### config.mk
export PLATFORM = sky130hd
export DESIGN_NAME = cmd_rx_flat
export DESIGN_NICKNAME = d
export VERILOG_FILES = /design/src/rtl/cmd_rx_if.sv /design/src/rtl/cmd_rx.sv /design/src/flat_wrapper.sv
export SDC_FILE = /design/constraint.sdc
export NUM_CORES = 1
export LEC_CHECK = 0
export ABC_CLOCK_PERIOD_IN_PS = 1890
export CORE_MARGIN = 2
export CORE_UTILIZATION = 25
export CTS_CLUSTER_SIZE = 24
export DETAILED_ROUTE_END_ITERATION = 6
export HOLD_SLACK_MARGIN = 0.12
export REMOVE_ABC_BUFFERS = 1
export SYNTH_ARGS = -nofsm -noshare
export SYNTH_HDL_FRONTEND = slang
export SYNTH_SLANG_ARGS = --single-unit
### constraint.sdc
create_clock -name in_clk -period 1.89 [get_ports in_clk]
set_input_delay 0.378 -clock in_clk [delete_from_list [all_inputs] [get_ports in_clk]]
set_output_delay 0.378 -clock in_clk [all_outputs]
set_load 0.01 [all_outputs]
### src/rtl/cmd_rx_if.sv
// Serial command receiver bus: tester line in, received word and status out.
interface cmd_rx_if;
  logic       in_rx;
  logic [5:0] out_data;
  logic       out_wrt_en;
  logic       out_frame_err;
  logic [7:0] out_err_cnt;
  logic       out_busy;

  modport master (
    output in_rx,
    input  out_data,
    input  out_wrt_en,
    input  out_frame_err,
    input  out_err_cnt,
    input  out_busy
  );

  modport slave (
    input  in_rx,
    output out_data,
    output out_wrt_en,
    output out_frame_err,
    output out_err_cnt,
    output out_busy
  );
endinterface

### src/rtl/cmd_rx.sv
// UART-style 6-bit command receiver with optional even parity.
// Good words pulse a write strobe; bad frames pulse an error and are counted.
module cmd_rx #(
  parameter int CLKS_PER_BIT = 16,
  parameter bit PARITY_EN    = 1'b1
) (
  input  logic in_clk,
  input  logic in_rst,
  cmd_rx_if.slave bus
);

  localparam int CW = $clog2(CLKS_PER_BIT);
  localparam logic [CW-1:0] H_M1 = CW'(CLKS_PER_BIT / 2 - 1);
  localparam logic [CW-1:0] B_M1 = CW'(CLKS_PER_BIT - 1);

  typedef enum logic [2:0] {
    IDLE,
    START,
    DATA,
    PARITY,
    STOP,
    WAIT_IDLE
  } state_t;

  state_t        r_state;
  logic          r_sync1;
  logic          r_rx_s;
  logic [CW-1:0] r_cnt;
  logic [2:0]    r_idx;
  logic [5:0]    r_shift;
  logic          r_par;
  logic [5:0]    r_data;
  logic          r_wrt;
  logic          r_ferr;
  logic [7:0]    r_err_cnt;

  logic w_bit_end;
  logic w_par_ok;

  assign w_bit_end = (r_cnt == B_M1);
  assign w_par_ok  = !PARITY_EN || !(^{r_shift, r_par});

  always_ff @(posedge in_clk or posedge in_rst) begin
    if (in_rst) begin
      r_sync1 <= 1'b1;
      r_rx_s  <= 1'b1;
    end else begin
      r_sync1 <= bus.in_rx;
      r_rx_s  <= r_sync1;
    end
  end

  always_ff @(posedge in_clk or posedge in_rst) begin
    if (in_rst) begin
      r_state   <= IDLE;
      r_cnt     <= '0;
      r_idx     <= '0;
      r_shift   <= '0;
      r_par     <= 1'b0;
      r_data    <= '0;
      r_wrt     <= 1'b0;
      r_ferr    <= 1'b0;
      r_err_cnt <= '0;
    end else begin
      r_wrt  <= 1'b0;
      r_ferr <= 1'b0;
      unique case (r_state)
        IDLE: begin
          if (!r_rx_s) begin
            r_state <= START;
            r_cnt   <= '0;
          end
        end
        START: begin
          // Mid-start recheck: a short low pulse is a glitch, not a frame
          if (r_cnt == H_M1) begin
            r_cnt   <= '0;
            r_idx   <= '0;
            r_state <= r_rx_s ? IDLE : DATA;
          end else begin
            r_cnt <= r_cnt + 1'b1;
          end
        end
        DATA: begin
          if (w_bit_end) begin
            r_cnt   <= '0;
            r_shift <= {r_rx_s, r_shift[5:1]};
            r_idx   <= r_idx + 3'd1;
            if (r_idx == 3'd5)
              r_state <= PARITY_EN ? PARITY : STOP;
          end else begin
            r_cnt <= r_cnt + 1'b1;
          end
        end
        PARITY: begin
          if (w_bit_end) begin
            r_cnt   <= '0;
            r_par   <= r_rx_s;
            r_state <= STOP;
          end else begin
            r_cnt <= r_cnt + 1'b1;
          end
        end
        STOP: begin
          // A low stop bit may be a break; hold off until the line recovers
          if (w_bit_end) begin
            r_cnt   <= '0;
            r_state <= r_rx_s ? IDLE : WAIT_IDLE;
            if (r_rx_s && w_par_ok) begin
              r_data <= r_shift;
              r_wrt  <= 1'b1;
            end else begin
              r_ferr <= 1'b1;
              if (r_err_cnt != 8'hFF)
                r_err_cnt <= r_err_cnt + 8'd1;
            end
          end else begin
            r_cnt <= r_cnt + 1'b1;
          end
        end
        WAIT_IDLE: begin
          if (r_rx_s)
            r_state <= IDLE;
        end
        default: r_state <= IDLE;
      endcase
    end
  end

  assign bus.out_data      = r_data;
  assign bus.out_wrt_en    = r_wrt;
  assign bus.out_frame_err = r_ferr;
  assign bus.out_err_cnt   = r_err_cnt;
  assign bus.out_busy      = (r_state != IDLE);

endmodule

### src/flat_wrapper.sv
// flat-port wrapper written by rule: the top's interface ports become plain ports
module cmd_rx_flat 
#(
  parameter int CLKS_PER_BIT = 16,
  parameter bit PARITY_EN    = 1'b1
)
  (in_clk, in_rst, bus_in_rx, bus_out_data, bus_out_wrt_en, bus_out_frame_err, bus_out_err_cnt, bus_out_busy);
  cmd_rx_if bus_i ();
  input  logic in_clk;
  input  logic in_rst;
  input wire logic [$bits(bus_i.in_rx)-1:0] bus_in_rx;
  output wire logic [$bits(bus_i.out_data)-1:0] bus_out_data;
  output wire logic [$bits(bus_i.out_wrt_en)-1:0] bus_out_wrt_en;
  output wire logic [$bits(bus_i.out_frame_err)-1:0] bus_out_frame_err;
  output wire logic [$bits(bus_i.out_err_cnt)-1:0] bus_out_err_cnt;
  output wire logic [$bits(bus_i.out_busy)-1:0] bus_out_busy;
  assign bus_i.in_rx = bus_in_rx;
  assign bus_out_data = bus_i.out_data;
  assign bus_out_wrt_en = bus_i.out_wrt_en;
  assign bus_out_frame_err = bus_i.out_frame_err;
  assign bus_out_err_cnt = bus_i.out_err_cnt;
  assign bus_out_busy = bus_i.out_busy;
  cmd_rx #(.CLKS_PER_BIT(CLKS_PER_BIT), .PARITY_EN(PARITY_EN)) u_core (.in_clk(in_clk), .in_rst(in_rst), .bus(bus_i));
endmodule
# After elaboration in Yosys (flattened, before gate mapping)
# Index checks and enable logic that the tools add are counted.
[op_classes]
addsub = 3
mul = 0
div_mod_pow = 0
magnitude_cmp = 0
n_eq_ne = 16
shifts = 0
n_mux = 23
bitwise_logic = 1
reduce_logical = 15
[op_table]
columns = ["cell", "n"]
rows = [
  ["$mux W3", 10],
  ["$pmux W3 S6", 1],
  ["$mux W4", 3],
  ["$ne A2 B1 Y1 const B", 6],
  ["$pmux W4 S3", 1],
  ["$eq A3 B3 Y1 const B", 3],
  ["$add A8 B1 Y8 const B", 1],
  ["$ne A8 B8 Y1 const B", 1],
  ["$reduce_and A7 Y1", 1],
  ["$reduce_xor A7 Y1", 1],
  ["$eq A3 B2 Y1 const B", 2],
  ["$mux W1", 6],
  ["$pmux W3 S2", 1],
  ["$reduce_and A2 Y1", 3],
  ["$reduce_and A3 Y1", 2],
  ["$reduce_bool A3 Y1", 2],
  ["$add A4 B1 Y4 const B", 1],
  ["$eq A4 B3 Y1 const B", 1],
  ["$eq A4 B4 Y1 const B", 1],
  ["$reduce_and A4 Y1", 1],
  ["$add A3 B1 Y3 const B", 1],
  ["$eq A3 B1 Y1 const B", 1],
  ["$logic_not A3 Y1", 1],
  ["$reduce_or A3 Y1", 1],
  ["6 further kinds", 6],
]
[totals]
ff_bits = 35
latchBits = 0
ramBits = 0
rom_bits = 0
inputBits = 3
out_inout_bits = 17
wordCells = 69
n_memories = 0

# Longest topological paths before layout
[logic_depth]
word_depth = 6
depth_mapped = 7
mapped_depth_nobuf = 6

# Worst setup path after synthesis
# No wires, ideal clock.
[synth_path]
kind = "reg-to-reg"
start = "reg u_core.r_shift[0]"
end = "reg u_core.r_err_cnt[6], in the netlist u_core.bus.out_err_cnt[6]"
setup_time_ps = 128
t_arrival_ps = 1740
required_ps = 1762
slack_ps = 23
stages_incl_launch_ff = 6
n_path_buf = 0
period_less_slack_ps = 1867
cell_sequence = "dfrtp_1 xnor3_1 xnor3_1 and2_4 nor4_4 mux2_1"
[synth_via]
elab_chain_cells = 5
[synth_rtl]
columns = ["element", "line_no", "text"]
rows = [
  ["start, declared", "cmd_rx.sv:30", "logic [5:0] r_shift;"],
  ["start signal, assigned", "cmd_rx.sv:87", "r_shift <= {r_rx_s, r_shift[5:1]};"],
  ["$reduce_xor A7 Y1", "cmd_rx.sv:41", "assign w_par_ok = !PARITY_EN || !(^{r_shift, r_par});"],
  ["$logic_not A1 Y1", "cmd_rx.sv:41", ""],
  ["$logic_and A1 B1 Y1", "cmd_rx.sv:109", "if (r_rx_s && w_par_ok) begin"],
  ["$not A1 Y1 (no line)", "-", ""],
  ["$reduce_and A4 Y1 (no line)", "-", ""],
  ["end signal, assigned", "cmd_rx.sv:115", "r_err_cnt <= r_err_cnt + 8'd1;"],
  ["end, declared", "cmd_rx.sv:35", "logic [7:0] r_err_cnt;"],
]
# Every way passes these cells.
# A chain may end at the register's enable or synchronous reset.

# Worst setup path in the final report
[layout_path]
start = "reg u_core.r_state[0]"
end = "out bus_out_busy"
[layout_via]
elab_chain_cells = 1
[layout_rtl]
columns = ["element", "line_no", "text"]
rows = [
  ["start, declared", "cmd_rx.sv:25", "state_t r_state;"],
  ["start signal, assigned", "cmd_rx.sv:79", "r_state <= r_rx_s ? IDLE : DATA;"],
  ["start signal, assigned", "cmd_rx.sv:90", "r_state <= PARITY_EN ? PARITY : STOP;"],
  ["start signal, assigned", "cmd_rx.sv:108", "r_state <= r_rx_s ? IDLE : WAIT_IDLE;"],
  ["$reduce_bool A3 Y1", "cmd_rx.sv:134", "assign bus.out_busy = (r_state != IDLE);"],
  ["end, declared", "flat_wrapper.sv:16", "output wire logic [$bits(bus_i.out_busy)-1:0] bus_out_busy;"],
]
# Every way passes these cells.

==> impl_metrics.xml <==
<?xml version="1.0" encoding="UTF-8"?>
<metrics>
  <group name="cells_and_area">
    <metric name="drive_gt1_share" unit="%">22.73</metric>
    <metric name="final_common_cell" unit="">dfrtp_1</metric>
    <metric name="final_nets" unit="">204</metric>
    <metric name="finish.utilization" unit="%">33.11</metric>
    <metric name="n_diodes" unit="">0</metric>
    <metric name="finish.cell_count_without_fillers" unit="">278</metric>
    <metric name="area_growth_syn_to_layout" unit="%">30.48</metric>
    <metric name="most-common-layout-cells" unit="">33 x dfrtp_1, 30 x nand2_1, 19 x buf_4</metric>
    <metric name="n_fill_cell" unit="">674</metric>
  </group>
  <group name="drt">
    <metric name="firstDrtPassIters" unit="">4</metric>
    <metric name="route.antenna.remaining_nets" unit="">0</metric>
    <metric name="route.vias.total" unit="">1233</metric>
    <metric name="drtIter0Drc" unit="">48</metric>
    <metric name="route.final.wire_length" unit="mm">3.308</metric>
    <metric name="route.detailed.wl_per_inst" unit="µm">11.90</metric>
    <metric name="drt-vias-per-instance" unit="">4.435</metric>
    <metric name="drc_errors" unit="">0</metric>
  </group>
  <group name="cts">
    <metric name="cts-hold-fix-buffers" unit="">0</metric>
    <metric name="clockBufferDepth" unit="">2</metric>
    <metric name="clkLatencyLatePin" unit="ns">0.29</metric>
    <metric name="htree_num_levels" unit="">2</metric>
    <metric name="clock_sinks" unit="">35</metric>
    <metric name="clk_pin_slew_worst_paths" unit="ns">0.07</metric>
    <metric name="cts_made_buffers" unit="">5</metric>
    <metric name="clock-root-buffer" unit="">clkbuf_8</metric>
    <metric name="tritoncts_clock_tree" unit="">done</metric>
  </group>
  <group name="synth">
    <metric name="postSynthAreaPerCell" unit="µm²">10.73</metric>
    <metric name="synth-compound-area-share" unit="%">8.856</metric>
    <metric name="yosysWarningCount" unit="">0</metric>
    <metric name="synth-xor-area-share" unit="%">7.306</metric>
    <metric name="synthDominantAreaCellType" unit="">dfrtp_1</metric>
    <metric name="post_synthesis_adder_cell_area_fraction" unit="%">2.952</metric>
    <metric name="ys_seq_area_share" unit="%">51.81</metric>
    <metric name="number_of_enable_type_register_cells_in_the_synthesized_netlist" unit="">0</metric>
    <metric name="syn-instance-count" unit="">158</metric>
    <metric name="ys_async_sr_fraction" unit="%">100.0</metric>
    <metric name="synth_mux_area_share" unit="%">7.823</metric>
    <metric name="synth_top_family_by_area" unit="">simple AND/OR/NAND/NOR gates</metric>
    <metric name="dominantRegCellSynth" unit="">dfrtp_1</metric>
    <metric name="yosysTopAreaCellShare" unit="%">48.71</metric>
    <metric name="post_synth_main_area_contributors" unit="">dfrtp_1 49%, nand2_1 6.6%, mux2_2 6.0%</metric>
    <metric name="netlist-cell-type-count" unit="">38</metric>
    <metric name="synth_area" unit="µm²">1695</metric>
    <metric name="ys_ff_latch" unit="">35</metric>
    <metric name="synthSimpleGateAreaFrac" unit="%">18.52</metric>
  </group>
  <group name="critical_path">
    <metric name="worst-r2r-setup-slack" unit="ns">0.06</metric>
    <metric name="ff2ff_path_depth" unit="">5</metric>
    <metric name="r2r-start" unit="">u_core.r_shift[0]</metric>
    <metric name="crit_path_start_kind" unit="">flop</metric>
    <metric name="critical_path.max_fanout" unit="">7</metric>
    <metric name="timing.critical_path.from" unit="">u_core.r_state[0]</metric>
    <metric name="worst_setup_path_end_kind" unit="">output pin</metric>
    <metric name="critPathCapture" unit="">bus_out_busy</metric>
    <metric name="arrival" unit="ns">1.45</metric>
    <metric name="critical_path_class" unit="">flop to output pin</metric>
    <metric name="timing.rr.end" unit="">u_core.bus.out_data[5]</metric>
    <metric name="worst_ep_required_time" unit="ns">1.51</metric>
  </group>
  <group name="timing">
    <metric name="worst-slew-pin-transition" unit="ns">0.4422</metric>
    <metric name="slew_headroom" unit="%">70.52</metric>
    <metric name="period_share" unit="%">96.71</metric>
    <metric name="fin_worst_hold_slack" unit="ns">0.3568</metric>
    <metric name="final_hold_viol_count" unit="">0</metric>
    <metric name="setup-violations-final" unit="">0</metric>
    <metric name="unrepaired_setup_endpoints_after_global_routing" unit="">yes</metric>
    <metric name="period_minus_slack" unit="ns">1.828</metric>
    <metric name="fmax" unit="GHz">0.5471</metric>
    <metric name="final.setup_skew" unit="ns">0.009935</metric>
    <metric name="drv_slew" unit="">0</metric>
  </group>
  <group name="die">
    <metric name="std_cell_rows" unit="">30</metric>
    <metric name="ios" unit="">20</metric>
    <metric name="die_extent_in_x" unit="µm">86.35</metric>
    <metric name="floorplan.die.height" unit="µm">86.35</metric>
    <metric name="die_area" unit="µm²">7456</metric>
    <metric name="core" unit="µm²">6681</metric>
    <metric name="initial_utilization" unit="%">25.37</metric>
  </group>
  <group name="run">
    <metric name="max-cap-violations" unit="">0</metric>
  </group>
  <group name="global_route">
    <metric name="globalRouteTotalUtil" unit="%">10.17</metric>
    <metric name="antenna_found_initial" unit="">0</metric>
    <metric name="first_global_vias" unit="">1340</metric>
    <metric name="grt_pass1_wl" unit="mm">6.092</metric>
    <metric name="grt_start_max_net_pins" unit="">36</metric>
    <metric name="grt_overflow" unit="">0</metric>
  </group>
  <group name="power_and_ir_drop">
    <metric name="vdd_drop_max" unit="mV">0.4140</metric>
    <metric name="p_per_area" unit="nW/µm²">977.2</metric>
    <metric name="p_leak" unit="µW">0.001041</metric>
  </group>
  <group name="outcome">
    <metric name="outcome" unit="">finished, final reports clean</metric>
  </group>
  <group name="placement">
    <metric name="io_buffers" unit="">19</metric>
    <metric name="finalWeightedCongestion" unit="">0.7635</metric>
    <metric name="place.detailed.hpwl" unit="mm">2.368</metric>
    <metric name="dpl.cell_count" unit="">268</metric>
  </group>
  <group name="hold_path">
    <metric name="min_path_type" unit="">flop to flop</metric>
  </group>
</metrics>
[state kept, by name, indices dropped and copies added, names as in the netlist]
register / cells
u_core.bus.out_err_cnt: 8
u_core.r_shift: 6
u_core.r_par: 1
u_core.bus.out_wrt_en: 1
u_core.r_state: 3
u_core.r_cnt: 4
u_core.bus.out_frame_err: 1
u_core.r_rx_s: 1
u_core.r_idx: 3
u_core.r_sync1: 1
u_core.bus.out_data: 6
[cells in the mapped netlist (2+ instances only)]
| master | n |
|---|---|
| o21ai_0 | 9 |
| nor2_1 | 7 |
| clkbuf_1 | 6 |
| nand2_1 | 30 |
| nand4_1 | 3 |
| xor2_1 | 2 |
| or3_1 | 2 |
| a31oi_1 | 4 |
| ha_1 | 4 |
| mux2i_1 | 2 |
| xnor2_1 | 7 |
| a21oi_1 | 3 |
| nor2b_1 | 3 |
| inv_1 | 5 |
| dfrtp_1 | 33 |
| mux2_2 | 9 |
| o22ai_1 | 2 |
| dfstp_2 | 2 |
| nand3_1 | 5 |
| xnor3_1 | 2 |
[layer usage]
layer	global-route usage [%]	wire length, µm
met1	13.56	1626
met2	15.94	1543
met3	2.857	102
met4	3.409	35
met5	0	0
[critical path, stage by stage, from the launching register on]
cell           delay [ns]
dfrtp_1              0.45
or3_1                0.40
dlygate4sd2_1        0.32
[kinds of logic after synthesis]
family	after synthesis
and+or+nand+nor	60
AOI/OAI and AO/OA	24
buffers and inverters	12
xor gates and xnor gates	11
muxes	12
DFF	35
adders and majority gates	4
[worst min-delay path by stage]
stage	cells after the start	to	from	slack, ns
CTS	0	u_core.r_rx_s	u_core.r_sync1	0.36
global route	0	u_core.r_rx_s	u_core.r_sync1	0.37
global placement	0	u_core.r_rx_s	u_core.r_sync1	0.35
detailed placement	0	u_core.r_rx_s	u_core.r_sync1	0.35
floorplan	0	u_core.r_rx_s	u_core.r_sync1	0.35
finish	0	u_core.r_rx_s	u_core.r_sync1	0.36
[per-stage QoR]
step / setup TNS (ns) / setup WS, ns / power, µW / cell area (µm²)
after floorplan: 0 / 0.02258 / 1375 / 1668
after detailed placement: -0.01223 / -0.01223 / 1631 / 2093
after global routing: -0.07687 / -0.03105 / 2337 / 2212
after global placement: 0 / 0.003675 / 1608 / 2093
final: 0 / 0.06221 / 2162 / 2212
after CTS: 0 / 0.01347 / 2169 / 2192
[what timing repair did]
item / 4_1_cts / 5_1_grt
hold endpoints to repair: 0 / 0
resized for setup: 3 / 3
buffers inserted: 1 / 1
setup endpoints to repair: 2 / 5
pin swaps: 1 / 2
[final cells by class]
class / instances / area, µm² / share of cell area, %
sequential: 35 / 878.3 / 39.71
timing repair buffer: 39 / 342.8 / 15.50
inverter: 5 / 18.77 / 0.8484
multi-input combinational: 111 / 790.8 / 35.75
tap: 80 / 100.1 / 4.525
clock inverter: 1 / 5.005 / 0.2262
clock buffer: 7 / 76.32 / 3.450
[power breakdown]
| part | total [µW] | internal, µW | switching, µW |
|---|---|---|---|
| combinational | 701 | 360 | 342 |
| sequential | 943 | 856 | 86.8 |
| clock | 518 | 258 | 259 |
| total | 2160 | 1470 | 688 |
(Power assumes the default switching activity.)
